`config.mk`:
```
export PLATFORM = sky130hd
export DESIGN_NAME = hazard_stall_ctrl
export DESIGN_NICKNAME = d
export VERILOG_FILES = /design/src/rtl/hazard_stall_ctrl.sv
export SDC_FILE = /design/constraint.sdc
export NUM_CORES = 1
export LEC_CHECK = 0
export ABC_AREA = 1
export BUFFER_PORTS_ARGS = -buffer_cell sky130_fd_sc_hd__buf_2
export CAP_MARGIN = 20
export CELL_PAD_IN_SITES_DETAIL_PLACEMENT = 1
export CELL_PAD_IN_SITES_GLOBAL_PLACEMENT = 1
export CORE_UTILIZATION = 43
export CTS_CLUSTER_SIZE = 30
export DETAILED_ROUTE_END_ITERATION = 7
export GPL_TIMING_DRIVEN = 1
export PLACE_DENSITY_LB_ADDON = 0.1
export SYNTH_ARGS = -nofsm -noshare
export SYNTH_HDL_FRONTEND = slang
export SYNTH_SLANG_ARGS = --single-unit
export TNS_END_PERCENT = 1
```
`constraint.sdc`:
```
create_clock -name clk -period 4.7 [get_ports clk]
set_input_delay 0.47 -clock clk [delete_from_list [all_inputs] [get_ports clk]]
set_output_delay 0.47 -clock clk [all_outputs]
set_load 0.005 [all_outputs]
```
`src/rtl/hazard_stall_ctrl.sv`:
```
// Pipeline sequencing controller: per-stage load/flush enables for a 5-stage core,
// wrong-path fetch discard after redirects, and saturating stall/flush/load-use counters.
module hazard_stall_ctrl #(
    parameter int CNT_W = 32
) (
    input  logic             clk,
    input  logic             rst,
    input  logic [4:0]       id_rs1,
    input  logic [4:0]       id_rs2,
    input  logic             id_uses_rs1,
    input  logic             id_uses_rs2,
    input  logic             ex_is_load,
    input  logic [4:0]       ex_rd,
    input  logic             ex_redirect,
    input  logic             imem_req,
    input  logic             imem_resp,
    input  logic             dmem_req,
    input  logic             dmem_resp,
    output logic             load_pc,
    output logic             load_if_id,
    output logic             load_id_ex,
    output logic             load_ex_mem,
    output logic             load_mem_wb,
    output logic             flush_if_id,
    output logic             flush_id_ex,
    output logic             discarding,
    output logic [CNT_W-1:0] stall_cnt,
    output logic [CNT_W-1:0] flush_cnt,
    output logic [CNT_W-1:0] lu_cnt
);

    typedef enum logic {
        RUN     = 1'b0,
        DISCARD = 1'b1
    } state_e;

    state_e           state_q, state_d;
    logic [CNT_W-1:0] stall_cnt_q, stall_cnt_d;
    logic [CNT_W-1:0] flush_cnt_q, flush_cnt_d;
    logic [CNT_W-1:0] lu_cnt_q, lu_cnt_d;

    logic dmem_freeze;
    logic imem_wait;
    logic load_use;

    function automatic logic [CNT_W-1:0] sat_inc(input logic [CNT_W-1:0] v);
        return (&v) ? v : v + {{(CNT_W-1){1'b0}}, 1'b1};
    endfunction

    assign dmem_freeze = dmem_req & ~dmem_resp;
    assign imem_wait   = imem_req & ~imem_resp;
    assign load_use    = ex_is_load & (ex_rd != 5'd0) &
                         ((id_uses_rs1 & (id_rs1 == ex_rd)) |
                          (id_uses_rs2 & (id_rs2 == ex_rd)));

    always_comb begin
        load_pc     = 1'b1;
        load_if_id  = 1'b1;
        load_id_ex  = 1'b1;
        load_ex_mem = 1'b1;
        load_mem_wb = 1'b1;
        flush_if_id = 1'b0;
        flush_id_ex = 1'b0;
        state_d     = state_q;
        flush_cnt_d = flush_cnt_q;
        lu_cnt_d    = lu_cnt_q;
        stall_cnt_d = stall_cnt_q;

        if (!rst) begin
            load_pc     = 1'b0;
            load_if_id  = 1'b0;
            load_id_ex  = 1'b0;
            load_ex_mem = 1'b0;
            load_mem_wb = 1'b0;
        end else if (dmem_freeze) begin
            // Whole pipe holds; redirect and load-use get re-evaluated once memory returns
            load_pc     = 1'b0;
            load_if_id  = 1'b0;
            load_id_ex  = 1'b0;
            load_ex_mem = 1'b0;
            load_mem_wb = 1'b0;
        end else if (state_q == DISCARD) begin
            load_pc     = 1'b0;
            load_if_id  = 1'b0;
            flush_id_ex = 1'b1;
            if (imem_resp) state_d = RUN;
        end else if (ex_redirect) begin
            flush_if_id = 1'b1;
            flush_id_ex = 1'b1;
            flush_cnt_d = sat_inc(flush_cnt_q);
            // The in-flight fetch is wrong-path; swallow its response before refetching
            if (imem_wait) state_d = DISCARD;
        end else if (imem_wait) begin
            load_pc     = 1'b0;
            load_if_id  = 1'b0;
            flush_id_ex = 1'b1;
        end else if (load_use) begin
            load_pc     = 1'b0;
            load_if_id  = 1'b0;
            flush_id_ex = 1'b1;
            lu_cnt_d    = sat_inc(lu_cnt_q);
        end

        if (rst && !load_pc) stall_cnt_d = sat_inc(stall_cnt_q);
    end

    always_ff @(posedge clk or negedge rst) begin
        if (!rst) begin
            state_q     <= RUN;
            stall_cnt_q <= '0;
            flush_cnt_q <= '0;
            lu_cnt_q    <= '0;
        end else begin
            state_q     <= state_d;
            stall_cnt_q <= stall_cnt_d;
            flush_cnt_q <= flush_cnt_d;
            lu_cnt_q    <= lu_cnt_d;
        end
    end

    assign discarding = (state_q == DISCARD);
    assign stall_cnt  = stall_cnt_q;
    assign flush_cnt  = flush_cnt_q;
    assign lu_cnt     = lu_cnt_q;

endmodule

```
==> Word level (Yosys, flattened, before mapping) <==
Cells that the tools add are included.
{ "totals": {"elab_cells": 57, "in_bits": 25, "reg_bits": 97} }
{ "classes": {"n_eq_ne": 2, "add_sub_neg": 3, "bitwise_logic": 16, "reduce_logical": 10, "muxes": 22} }
{ "ops": {"columns": ["cell", "count"], "rows": [
  ["$add 32x1->32 const B", 3],
  ["$reduce_and 32->1", 3],
  ["$mux 1", 22],
  ["$eq 5x5->1", 2],
  ["$not 1->1", 9],
  ["$reduce_and 7->1", 1],
  ["$and 1x1->1", 6],
  ["$reduce_and 5->1", 1],
  ["$reduce_bool 5->1", 1],
  ["$reduce_and 2->1", 2],
  ["$logic_and 1x1->1", 1],
  ["$logic_not 1->1", 1],
  ["$or 1x1->1", 1]
]} }

==> Depth between registers and ports, before layout <==
Gate-level depths: netlist of run 1.
{ "logic_depth": {"ltp_word": 13, "depth_mapped": 14} }

==> Worst setup path before layout of run 1 <==
OpenSTA, ideal clock, no wires.
{ "synth_timing": {"path_type": "input -> output", "start": "in ex_rd[2]", "end": "out load_pc", "arrival_time_ns": 1.540, "cell_stages": 11, "path_buffers": 2, "path_slack_ns": 2.690, "path_cell_list": "inv_1 nand4_1 o21ai_0 inv_1 nand2_1 nand2_1 nand2_1 nand2_2 buf_2 nor2_1 buf_4"} }
{ "synth_between": {"elab_chain_cells": 10, "word_cells_on_any_way": 14, "cone_classes": "eq/ne (2); mux (6); bitwise (5); reduce/logical (1)"} }
{ "synth_lines": {"columns": ["element", "line", "rtl"], "rows": [
  ["start: declaration", "13", "input logic [4:0] ex_rd,"],
  ["$eq 5x5->1, on equally long branches", "53, 54", null],
  ["$and 1x1->1, on equally long branches", "53, 54", null],
  ["$or 1x1->1", "53", "((id_uses_rs1 & (id_rs1 == ex_rd)) |"],
  ["$and 1x1->1 *", "52", "assign load_use = ex_is_load & (ex_rd != 5'd0) &"],
  ["$mux 1 * (6 in a row)", null, null],
  ["end: declaration", "19", "output logic load_pc,"]
]} }
Every way passes the cells marked *; elsewhere a longest branch is shown, timed or not.

==> Worst setup path in the final report of run 1 <==
{ "layout_timing": {"start": "reg stall_cnt_q[0] (netlist: stall_cnt[0])", "end": "reg stall_cnt_q[0] (netlist: stall_cnt[0])"} }
{ "layout_between": {"elab_chain_cells": 3, "word_cells_on_any_way": 4, "cone_classes": "add/sub (1); bitwise (1); reduce/logical (2)"} }
{ "layout_lines": {"columns": ["element", "line", "rtl"], "rows": [
  ["start: declaration", "38", "logic [CNT_W-1:0] stall_cnt_q, stall_cnt_d;"],
  ["start signal: assignment", "115", "stall_cnt_q <= stall_cnt_d;"],
  ["branches (longest 3 deep; another with $add 32x1->32)", null, null]
]} }
Parallel ways; which one is timed is not known.
A chain may end at the register's enable or synchronous reset.

==> impl_metrics.prom, run 1 <==
# TYPE chip_impl_metric gauge
chip_impl_info{name="outcome",value="finished, violations left"} 1
chip_impl_metric{name="postSynthRegisterBits",unit=""} 97
chip_impl_metric{name="syn-instance-count",unit=""} 962
chip_impl_metric{name="path_max_fanout",unit=""} 12
chip_impl_metric{name="antenna_left",unit=""} 0
chip_impl_metric{name="via_count",unit=""} 6660
chip_impl_metric{name="globalRouteOverflowTotal",unit=""} 0
chip_impl_metric{name="mappedNetlistArea",unit="sq um"} 6570
chip_impl_metric{name="synth.net_count",unit=""} 990
chip_impl_metric{name="synth_enable_flop_cells",unit=""} 0
chip_impl_metric{name="reg2regPathDepth",unit=""} 9
chip_impl_info{name="clockRootBuffer",value="sky130_fd_sc_hd__clkbuf_16"} 1
chip_impl_metric{name="route.final.wire_length",unit="mm"} 19.9
chip_impl_metric{name="syn_to_final_growth",unit="%"} 15.7
chip_impl_metric{name="finish.utilization",unit="%"} 51.7
chip_impl_metric{name="grt_pass1_wl",unit="mm"} 33.3
chip_impl_metric{name="clock_insertion_delay_worst_skew",unit="ps"} 360
chip_impl_metric{name="number_of_maximum_capacitance_violations",unit=""} 0
chip_impl_metric{name="h_tree_levels",unit=""} 3
chip_impl_info{name="setup.worst_path.end_class",value="flop"} 1
chip_impl_metric{name="report.final.setup_viol",unit=""} 0
chip_impl_metric{name="cts_num_sinks",unit=""} 97
chip_impl_metric{name="post_cts.resized_instances",unit=""} 0
chip_impl_metric{name="core.rowCount",unit=""} 44
chip_impl_metric{name="max_stage_delay",unit="ps"} 610
chip_impl_info{name="synth_largest_area_cell",value="sky130_fd_sc_hd__dfrtp_1"} 1
chip_impl_metric{name="finalClockSkew",unit="ps"} 8.78
chip_impl_metric{name="powerDensity",unit="nW/um^2"} 281
chip_impl_info{name="rsz_0062_raised_after_global_routing",value="no"} 1
chip_impl_info{name="most_area_consuming_cells_after_synthesis",value="sky130_fd_sc_hd__dfrtp_1 37%, sky130_fd_sc_hd__nand2_1 18%, sky130_fd_sc_hd__inv_1 6.6%"} 1
chip_impl_metric{name="synth_cell_types",unit=""} 31
chip_impl_metric{name="setup-tns-final",unit="ps"} 0
chip_impl_metric{name="numPortBuffers",unit=""} 128
chip_impl_info{name="failing_checks",value="design-rule violations"} 1
chip_impl_info{name="crit-reg2reg-capture",value="stall_cnt[0]$_DFFE_PN0P_"} 1
chip_impl_info{name="critPathSlowestCell",value="sky130_fd_sc_hd__nand3_1"} 1
chip_impl_metric{name="die-area",unit="sq um"} 15800
chip_impl_metric{name="synth_sequential_area_ratio",unit="%"} 36.9
chip_impl_metric{name="fillers",unit=""} 2002
chip_impl_metric{name="initial_core_util",unit="%"} 44.7
chip_impl_metric{name="tcrit_tclk_final",unit="%"} 60.2
chip_impl_metric{name="final-max-slew-violation-count",unit=""} 0
chip_impl_metric{name="grt.total_usage",unit="%"} 26.3
chip_impl_metric{name="chipWidth",unit="um"} 126
chip_impl_metric{name="netlist.area_leader.share",unit="%"} 36.9
chip_impl_metric{name="synthArstFlopShare",unit="%"} 100
chip_impl_metric{name="route.detailed.vias_per_inst",unit=""} 5.26
chip_impl_metric{name="cts_hold_buf",unit=""} 0
chip_impl_metric{name="largest_net_degree_at_the_start_of_global_routing",unit=""} 82
chip_impl_metric{name="core_area",unit="sq um"} 14700
chip_impl_metric{name="max_freq",unit="GHz"} 0.353
chip_impl_metric{name="multiInputGateArea",unit="sq um"} 3520
chip_impl_metric{name="cp.required",unit="ps"} 4990
chip_impl_metric{name="layout.nets",unit=""} 1103
chip_impl_info{name="min_path_type",value="input port to async pin"} 1
chip_impl_metric{name="finalHoldViolCount",unit=""} 0
chip_impl_metric{name="dp.final_hpwl",unit="mm"} 15.0
chip_impl_metric{name="total_instance_count_after_detailed_placement",unit=""} 1248
chip_impl_metric{name="cp_data_arrival_time",unit="ps"} 3120
chip_impl_metric{name="timing.final.crit_period",unit="ps"} 2830
chip_impl_info{name="ys_dominant_reg_cell",value="sky130_fd_sc_hd__dfrtp_1"} 1
chip_impl_info{name="crit_path_cell_trace",value="ha_1 > nand2_1 > nor2_1 > nand3_1 > nor2_1 > nand4_1 > nand3_1 > nand2_1 > nand2_1"} 1
chip_impl_info{name="critical_path.startpoint_type",value="flop"} 1
chip_impl_metric{name="globalplace.congestion",unit=""} 0.883
chip_impl_metric{name="dr.first_iter.drc_count",unit=""} 363
chip_impl_metric{name="io_pins",unit=""} 129
chip_impl_info{name="synth.most_common_cell",value="sky130_fd_sc_hd__nand2_1"} 1
chip_impl_metric{name="number_of_buffers_added_by_the_clock_tree_synthesis_step",unit=""} 9
chip_impl_info{name="reg2reg_from",value="stall_cnt[0]$_DFFE_PN0P_"} 1
chip_impl_metric{name="maxSlewHeadroom",unit="%"} 34.9
chip_impl_metric{name="die-height",unit="um"} 126
chip_impl_metric{name="synth-warning-count",unit=""} 0
chip_impl_metric{name="worst-r2r-setup-slack",unit="ps"} 1870
chip_impl_metric{name="number_of_global_route_vias_before_repair",unit=""} 6567
chip_impl_info{name="crit_path_kind",value="flop to flop"} 1
chip_impl_metric{name="drt-pass1-iter-count",unit=""} 6
chip_impl_metric{name="seq_area",unit="sq um"} 2430
chip_impl_metric{name="cts_clk_pin_slew_worst_paths",unit="ps"} 70
chip_impl_metric{name="power.leakage",unit="nW"} 4.05
chip_impl_metric{name="synthesis.area_per_instance",unit="sq um"} 6.83
chip_impl_metric{name="final_cells",unit=""} 1265
chip_impl_metric{name="antenna_found_initial",unit=""} 1
chip_impl_metric{name="detail_route.drc_violations",unit=""} 7
chip_impl_metric{name="post_cts.repair.setup_buffers",unit=""} 0
chip_impl_metric{name="worst_slew_pin_slew",unit="ps"} 974
chip_impl_info{name="timing.critical_path.mode_cell",value="sky130_fd_sc_hd__nand2_1"} 1
chip_impl_metric{name="max-clock-path-buffers",unit=""} 2
chip_impl_metric{name="drt-wirelength-per-cell",unit="um"} 15.7
chip_impl_info{name="cts_tree",value="done"} 1
chip_impl_metric{name="power.ir.vdd_worst",unit="mV"} 0.191
chip_impl_info{name="synth_common_cells",value="320 x sky130_fd_sc_hd__nand2_1, 115 x sky130_fd_sc_hd__inv_1, 105 x sky130_fd_sc_hd__nor2_1"} 1
chip_impl_metric{name="drive_gt1_share",unit="%"} 14.9
## metal layers
metal  global-route usage, %  wire length, um  part of all wire [%]  vias to the layer above
met3                    3.10              636                   3.2                       18
met1                    36.5             9520                    48                     3239
met5                       0                0                     0                        -
met2                    43.2             9400                    47                      116
li1                        -                -                     -                     3287
met4                    7.75              298                   1.5                        0
## sequential cells by signal, indices dropped and copies added (netlist names)
| register | cells |
|---|---|
| flush_cnt | 32 |
| lu_cnt | 32 |
| stall_cnt | 32 |
| discarding | 1 |
## placed cells by master (no fill, tap or decap), types with 4 or more instances in the layout
cell type	n
sky130_fd_sc_hd__buf_2	127
sky130_fd_sc_hd__buf_4	5
sky130_fd_sc_hd__clkbuf_16	9
sky130_fd_sc_hd__dfrtp_1	97
sky130_fd_sc_hd__inv_1	115
sky130_fd_sc_hd__nand2_1	320
sky130_fd_sc_hd__nand3_1	78
sky130_fd_sc_hd__nand3b_1	4
sky130_fd_sc_hd__nand4_1	57
sky130_fd_sc_hd__nor2_1	105
sky130_fd_sc_hd__nor3_1	35
sky130_fd_sc_hd__nor4_1	4
sky130_fd_sc_hd__o21ai_0	21
sky130_fd_sc_hd__o21ai_1	6
sky130_fd_sc_hd__xnor2_1	19
sky130_fd_sc_hd__xor2_1	48
## report_power, final
part           switching (mW)  internal, mW  leakage [nW]
clock                   0.335         0.429         0.147
combinational           0.233         0.139          2.65
sequential             0.0998         0.897          1.25
## critical path: cells and delay by family (launching register included)
family | cells | cell delay, ps
simple gates | 8 | 2100
fa+ha+maj | 1 | 220
flops | 1 | 440
## how the worst max path moves through the flow
| stage | cells after the start | endpoint | startpoint | slack, ps |
|---|---|---|---|---|
| 2_1_floorplan | 11 | load_pc | ex_rd[2] | 2690 |
| 3_3_place_gp | 9 | flush_cnt[23]$_DFFE_PN0P_ | dmem_req | 1730 |
| 3_5_place_dp | 14 | stall_cnt[0]$_DFFE_PN0P_ | ex_rd[3] | 1610 |
| 4_1_cts | 11 | load_if_id | ex_rd[3] | 1860 |
| 5_1_grt | 11 | load_if_id | ex_rd[3] | 1610 |
| 6_report | 9 | stall_cnt[0]$_DFFE_PN0P_ | stall_cnt[0]$_DFFE_PN0P_ | 1870 |
## area by class of cell
class                      instances  area share, %
multi-input combinational        719           46.4
clock inverter                     4          0.691
sequential                        97           31.9
antenna                            1         0.0329
clock buffer                      12           3.24
timing repair buffer             133           9.01
tap                              184           3.03
inverter                         115           5.68
## metrics by stage
stage / power, mW / cell area, sq um / hold slack (ps) / setup WS, ps
floorplan: 1.22 / 6570 / 174 / 2690
detailed placement: 1.39 / 7300 / 522 / 1610
global placement: 1.37 / 7300 / 509 / 1730
finish: 2.13 / 7600 / 368 / 1870
CTS: 2.16 / 7600 / 383 / 1860
global route: 2.24 / 7600 / 417 / 1610
## logic make-up after synthesis
kind of cell / count (synthesis) / synth area share, %
xor+xnor: 67 / 8.93
simple gates: 618 / 41.6
flops: 97 / 36.9
fa+ha+maj: 3 / 0.571
buf+inv: 146 / 9.42
compound gates: 31 / 2.51
Power figures use the tool's default switching activity.
==> inputs of run 2 (changes only) <==
--- a/config.mk
+++ b/config.mk
@@ -5,12 +5,12 @@
 export SDC_FILE = /design/constraint.sdc
 export NUM_CORES = 1
 export LEC_CHECK = 0
-export ABC_AREA = 1
+export ABC_AREA = 0
 export BUFFER_PORTS_ARGS = -buffer_cell sky130_fd_sc_hd__buf_2
 export CAP_MARGIN = 20
 export CELL_PAD_IN_SITES_DETAIL_PLACEMENT = 1
 export CELL_PAD_IN_SITES_GLOBAL_PLACEMENT = 1
-export CORE_UTILIZATION = 43
+export CORE_UTILIZATION = 40
 export CTS_CLUSTER_SIZE = 30
 export DETAILED_ROUTE_END_ITERATION = 7
 export GPL_TIMING_DRIVEN = 1
==> constraint.sdc (replaced) <==
create_clock -name clk -period 2.95 [get_ports clk]
set_input_delay 0.295 -clock clk [delete_from_list [all_inputs] [get_ports clk]]
set_output_delay 0.295 -clock clk [all_outputs]
set_load 0.005 [all_outputs]
==> run 2 against run 1 <==
  * The run now ends clean
  * Sequential power rose by 52%
  * Clock-buffer cell count did not move
  * Utilization fell by 0.71 points
  * Wire length fell by 42%
  * Combinational power fell by 13%
  * Final cell count fell by 44%
  * Critical endpoint is now stall_cnt[14]$_DFFE_PN0P_
  * Global-route usage fell by 6.2 points
==> impl_metrics.prom, run 2 <==
# TYPE chip_impl_metric gauge
chip_impl_info{name="outcome",value="finished clean"} 1
chip_impl_metric{name="mappedNetlistArea",unit="sq um"} 4710
chip_impl_metric{name="fillers",unit=""} 1315
chip_impl_metric{name="cts_clk_pin_slew_worst_paths",unit="ps"} 60
chip_impl_metric{name="grt_pass1_wl",unit="mm"} 19.7
chip_impl_info{name="most_area_consuming_cells_after_synthesis",value="sky130_fd_sc_hd__dfrtp_1 52%, sky130_fd_sc_hd__xnor2_1 14%, sky130_fd_sc_hd__xor2_1 5.6%"} 1
chip_impl_metric{name="worst_hold_slack",unit="ps"} 112
chip_impl_info{name="crit-reg2reg-capture",value="stall_cnt[14]$_DFFE_PN0P_"} 1
chip_impl_metric{name="core_area",unit="sq um"} 11400
chip_impl_info{name="mostFrequentLayoutCell",value="sky130_fd_sc_hd__buf_2"} 1
chip_impl_metric{name="max_stage_delay",unit="ps"} 570
chip_impl_info{name="setup.worst_path.end_class",value="flop"} 1
chip_impl_metric{name="number_of_buffers_added_by_the_clock_tree_synthesis_step",unit=""} 9
chip_impl_metric{name="worstPathBufferInverterCount",unit=""} 0
chip_impl_metric{name="max_freq",unit="GHz"} 0.434
chip_impl_metric{name="finalHoldViolCount",unit=""} 0
chip_impl_metric{name="clock_insertion_delay_worst_skew",unit="ps"} 350
chip_impl_metric{name="largest_net_degree_at_the_start_of_global_routing",unit=""} 56
chip_impl_metric{name="max-clock-path-buffers",unit=""} 2
chip_impl_metric{name="io_pins",unit=""} 129
chip_impl_metric{name="synth_cell_types",unit=""} 44
chip_impl_info{name="synth_largest_area_cell",value="sky130_fd_sc_hd__dfrtp_1"} 1
chip_impl_metric{name="report.final.setup_viol",unit=""} 0
chip_impl_metric{name="worst-r2r-setup-slack",unit="ps"} 650
chip_impl_info{name="critical_path.startpoint_type",value="flop"} 1
chip_impl_metric{name="netlist.area_leader.share",unit="%"} 51.6
chip_impl_metric{name="synth.net_count",unit=""} 459
chip_impl_metric{name="drt-wirelength-per-cell",unit="um"} 16.1
chip_impl_info{name="critPathSlowestCell",value="sky130_fd_sc_hd__o21bai_2"} 1
chip_impl_metric{name="power.ir.vdd_worst",unit="mV"} 0.381
chip_impl_metric{name="synth_sequential_area_ratio",unit="%"} 51.6
chip_impl_info{name="synth.most_common_cell",value="sky130_fd_sc_hd__dfrtp_1"} 1
chip_impl_info{name="cts_tree",value="done"} 1
chip_impl_info{name="crit_path_cell_trace",value="ha_1 > nand2_1 > or2_1 > nor2_2 > nand4_1 > o21bai_2 > nor4_1 > xor2_1"} 1
chip_impl_metric{name="setup-tns-final",unit="ps"} 0
chip_impl_metric{name="route.detailed.vias_per_inst",unit=""} 5.19
chip_impl_metric{name="numPortBuffers",unit=""} 128
chip_impl_info{name="crit_path_kind",value="flop to flop"} 1
chip_impl_metric{name="cts_num_sinks",unit=""} 97
chip_impl_metric{name="route.final.wire_length",unit="mm"} 11.5
chip_impl_metric{name="detail_route.drc_violations",unit=""} 0
chip_impl_metric{name="h_tree_levels",unit=""} 3
chip_impl_metric{name="synth-warning-count",unit=""} 0
chip_impl_metric{name="globalRouteOverflowTotal",unit=""} 0
chip_impl_info{name="reg2reg_from",value="stall_cnt[0]$_DFFE_PN0P_"} 1
chip_impl_info{name="rsz_0062_raised_after_global_routing",value="no"} 1
chip_impl_metric{name="globalplace.congestion",unit=""} 0.810
chip_impl_metric{name="finalClockSkew",unit="ps"} 6.19
chip_impl_metric{name="core.rowCount",unit=""} 39
chip_impl_metric{name="path_max_fanout",unit=""} 15
chip_impl_metric{name="syn_to_final_growth",unit="%"} 23.7
chip_impl_metric{name="post_cts.resized_instances",unit=""} 0
chip_impl_info{name="ys_dominant_reg_cell",value="sky130_fd_sc_hd__dfrtp_1"} 1
chip_impl_metric{name="layout.nets",unit=""} 593
chip_impl_info{name="critical-path-top-delay-family",value="simple AND/OR/NAND/NOR gates"} 1
chip_impl_metric{name="die-height",unit="um"} 110
chip_impl_metric{name="chipWidth",unit="um"} 110
chip_impl_metric{name="final-max-slew-violation-count",unit=""} 0
chip_impl_info{name="synth_common_cells",value="97 x sky130_fd_sc_hd__dfrtp_1, 73 x sky130_fd_sc_hd__xnor2_1, 41 x sky130_fd_sc_hd__nand2_1"} 1
chip_impl_metric{name="syn-instance-count",unit=""} 431
chip_impl_metric{name="post_cts.repair.setup_buffers",unit=""} 0
chip_impl_metric{name="reg2regPathDepth",unit=""} 8
chip_impl_metric{name="tcrit_tclk_final",unit="%"} 78.1
chip_impl_metric{name="postSynthRegisterBits",unit=""} 97
chip_impl_metric{name="grt.total_usage",unit="%"} 20.1
chip_impl_metric{name="dp.final_hpwl",unit="mm"} 8.58
chip_impl_metric{name="diodes",unit=""} 0
chip_impl_metric{name="drive_gt1_share",unit="%"} 29.1
chip_impl_info{name="most-common-layout-cells",value="127 x sky130_fd_sc_hd__buf_2, 97 x sky130_fd_sc_hd__dfrtp_1, 73 x sky130_fd_sc_hd__xnor2_1, 41 x sky130_fd_sc_hd__nand2_1, 36 x sky130_fd_sc_hd__nand3_1"} 1
chip_impl_metric{name="synthArstFlopShare",unit="%"} 100
chip_impl_metric{name="powerDensity",unit="nW/um^2"} 538
chip_impl_metric{name="antenna_found_initial",unit=""} 0
chip_impl_metric{name="cp_data_arrival_time",unit="ps"} 2520
chip_impl_metric{name="cts_hold_buf",unit=""} 0
chip_impl_metric{name="drt-pass1-iter-count",unit=""} 4
chip_impl_metric{name="antenna_left",unit=""} 0
chip_impl_metric{name="die-area",unit="sq um"} 12200
chip_impl_metric{name="synthesis.area_per_instance",unit="sq um"} 10.9
chip_impl_metric{name="synth_enable_flop_cells",unit=""} 0
chip_impl_metric{name="cp.required",unit="ps"} 3170
chip_impl_metric{name="worst_slew_pin_slew",unit="ps"} 780
chip_impl_metric{name="number_of_maximum_capacitance_violations",unit=""} 0
chip_impl_metric{name="number_of_global_route_vias_before_repair",unit=""} 3807
chip_impl_metric{name="maxSlewHeadroom",unit="%"} 47.9
chip_impl_metric{name="dr.first_iter.drc_count",unit=""} 140
chip_impl_metric{name="timing.final.crit_period",unit="ps"} 2300
chip_impl_info{name="clockRootBuffer",value="sky130_fd_sc_hd__clkbuf_16"} 1
chip_impl_metric{name="power.leakage",unit="nW"} 2.97
chip_impl_metric{name="via_count",unit=""} 3704
chip_impl_info{name="min_path_type",value="input port to async pin"} 1
chip_impl_metric{name="initial_core_util",unit="%"} 41.2
[run 2: cell types whose count changed after synthesis, moves of 24 or more]
cell / delta
sky130_fd_sc_hd__nand2_1: -279
sky130_fd_sc_hd__inv_1: -104
sky130_fd_sc_hd__nor2_1: -87
sky130_fd_sc_hd__xnor2_1: +54
sky130_fd_sc_hd__nand3_1: -42
sky130_fd_sc_hd__nand4_1: -24
[run 2: logic make-up after synthesis]
kind of cell	Yosys count	share of synthesized area, %
mux	1	0.239
xor+xnor	103	19.2
simple gates	196	23.9
buf+inv	19	2.10
flops	97	51.6
compound gates	12	2.23
fa+ha+maj	3	0.798
[run 2: through the flow]
| step | worst slack, ps | cells | utilization [%] | area (sq um) | power [mW] |
|---|---|---|---|---|---|
| detailed placement | 565 | 697 | 48.1 | 5490 | 1.86 |
| finish | 646 | 713 | 51.0 | 5820 | 3.13 |
| global route | 421 | 713 | 51.0 | 5820 | 3.28 |
| floorplan | 940 | 431 | - | 4710 | 1.67 |
| global placement | 632 | 697 | 48.1 | 5490 | 1.85 |
| CTS | 575 | 713 | 51.0 | 5820 | 3.18 |
[run 2: worst max-delay path by stage]
stage               slack [ps]                      from                        end  cells after the start
global route               420  stall_cnt[6]$_DFFE_PN0P_  stall_cnt[29]$_DFFE_PN0P_                      6
CTS                        570  stall_cnt[0]$_DFFE_PN0P_  stall_cnt[14]$_DFFE_PN0P_                      8
detailed placement         560                  ex_rd[1]   stall_cnt[9]$_DFFE_PN0P_                      7
floorplan                  940  stall_cnt[0]$_DFFE_PN0P_  stall_cnt[28]$_DFFE_PN0P_                     10
finish                     650  stall_cnt[0]$_DFFE_PN0P_  stall_cnt[14]$_DFFE_PN0P_                      8
global placement           630                  ex_rd[1]  stall_cnt[21]$_DFFE_PN0P_                      7
[run 2: power breakdown]
group / internal (mW) / switching (mW) / leakage [nW]
sequential: 1.41 / 0.0998 / 1.32
combinational: 0.154 / 0.169 / 1.49
clock: 0.792 / 0.514 / 0.163
total: 2.35 / 0.783 / 2.97
[run 2: routing by layer]
| layer | wire length [um] | up-vias | share of wire, % | GRT usage (%) |
|---|---|---|---|---|
| met5 | 0 | - | 0 | 0 |
| met4 | 185 | 0 | 1.6 | 8.00 |
| met3 | 345 | 14 | 3.0 | 3.51 |
| met2 | 5660 | 76 | 49 | 32.7 |
| met1 | 5320 | 1853 | 46 | 26.6 |
| li1 | - | 1761 | - | - |
[run 2: cell type report]
| type | instances | area (sq um) | share of cell area [%] |
|---|---|---|---|
| flip-flops and latches | 97 | 2430 | 41.7 |
| clock inverters | 4 | 73.8 | 1.27 |
| well taps | 143 | 179 | 3.07 |
| multi-input cells | 315 | 2180 | 37.4 |
| inverters | 11 | 41.3 | 0.709 |
| repair buffers | 131 | 666 | 11.4 |
| clock buffers | 12 | 256 | 4.40 |
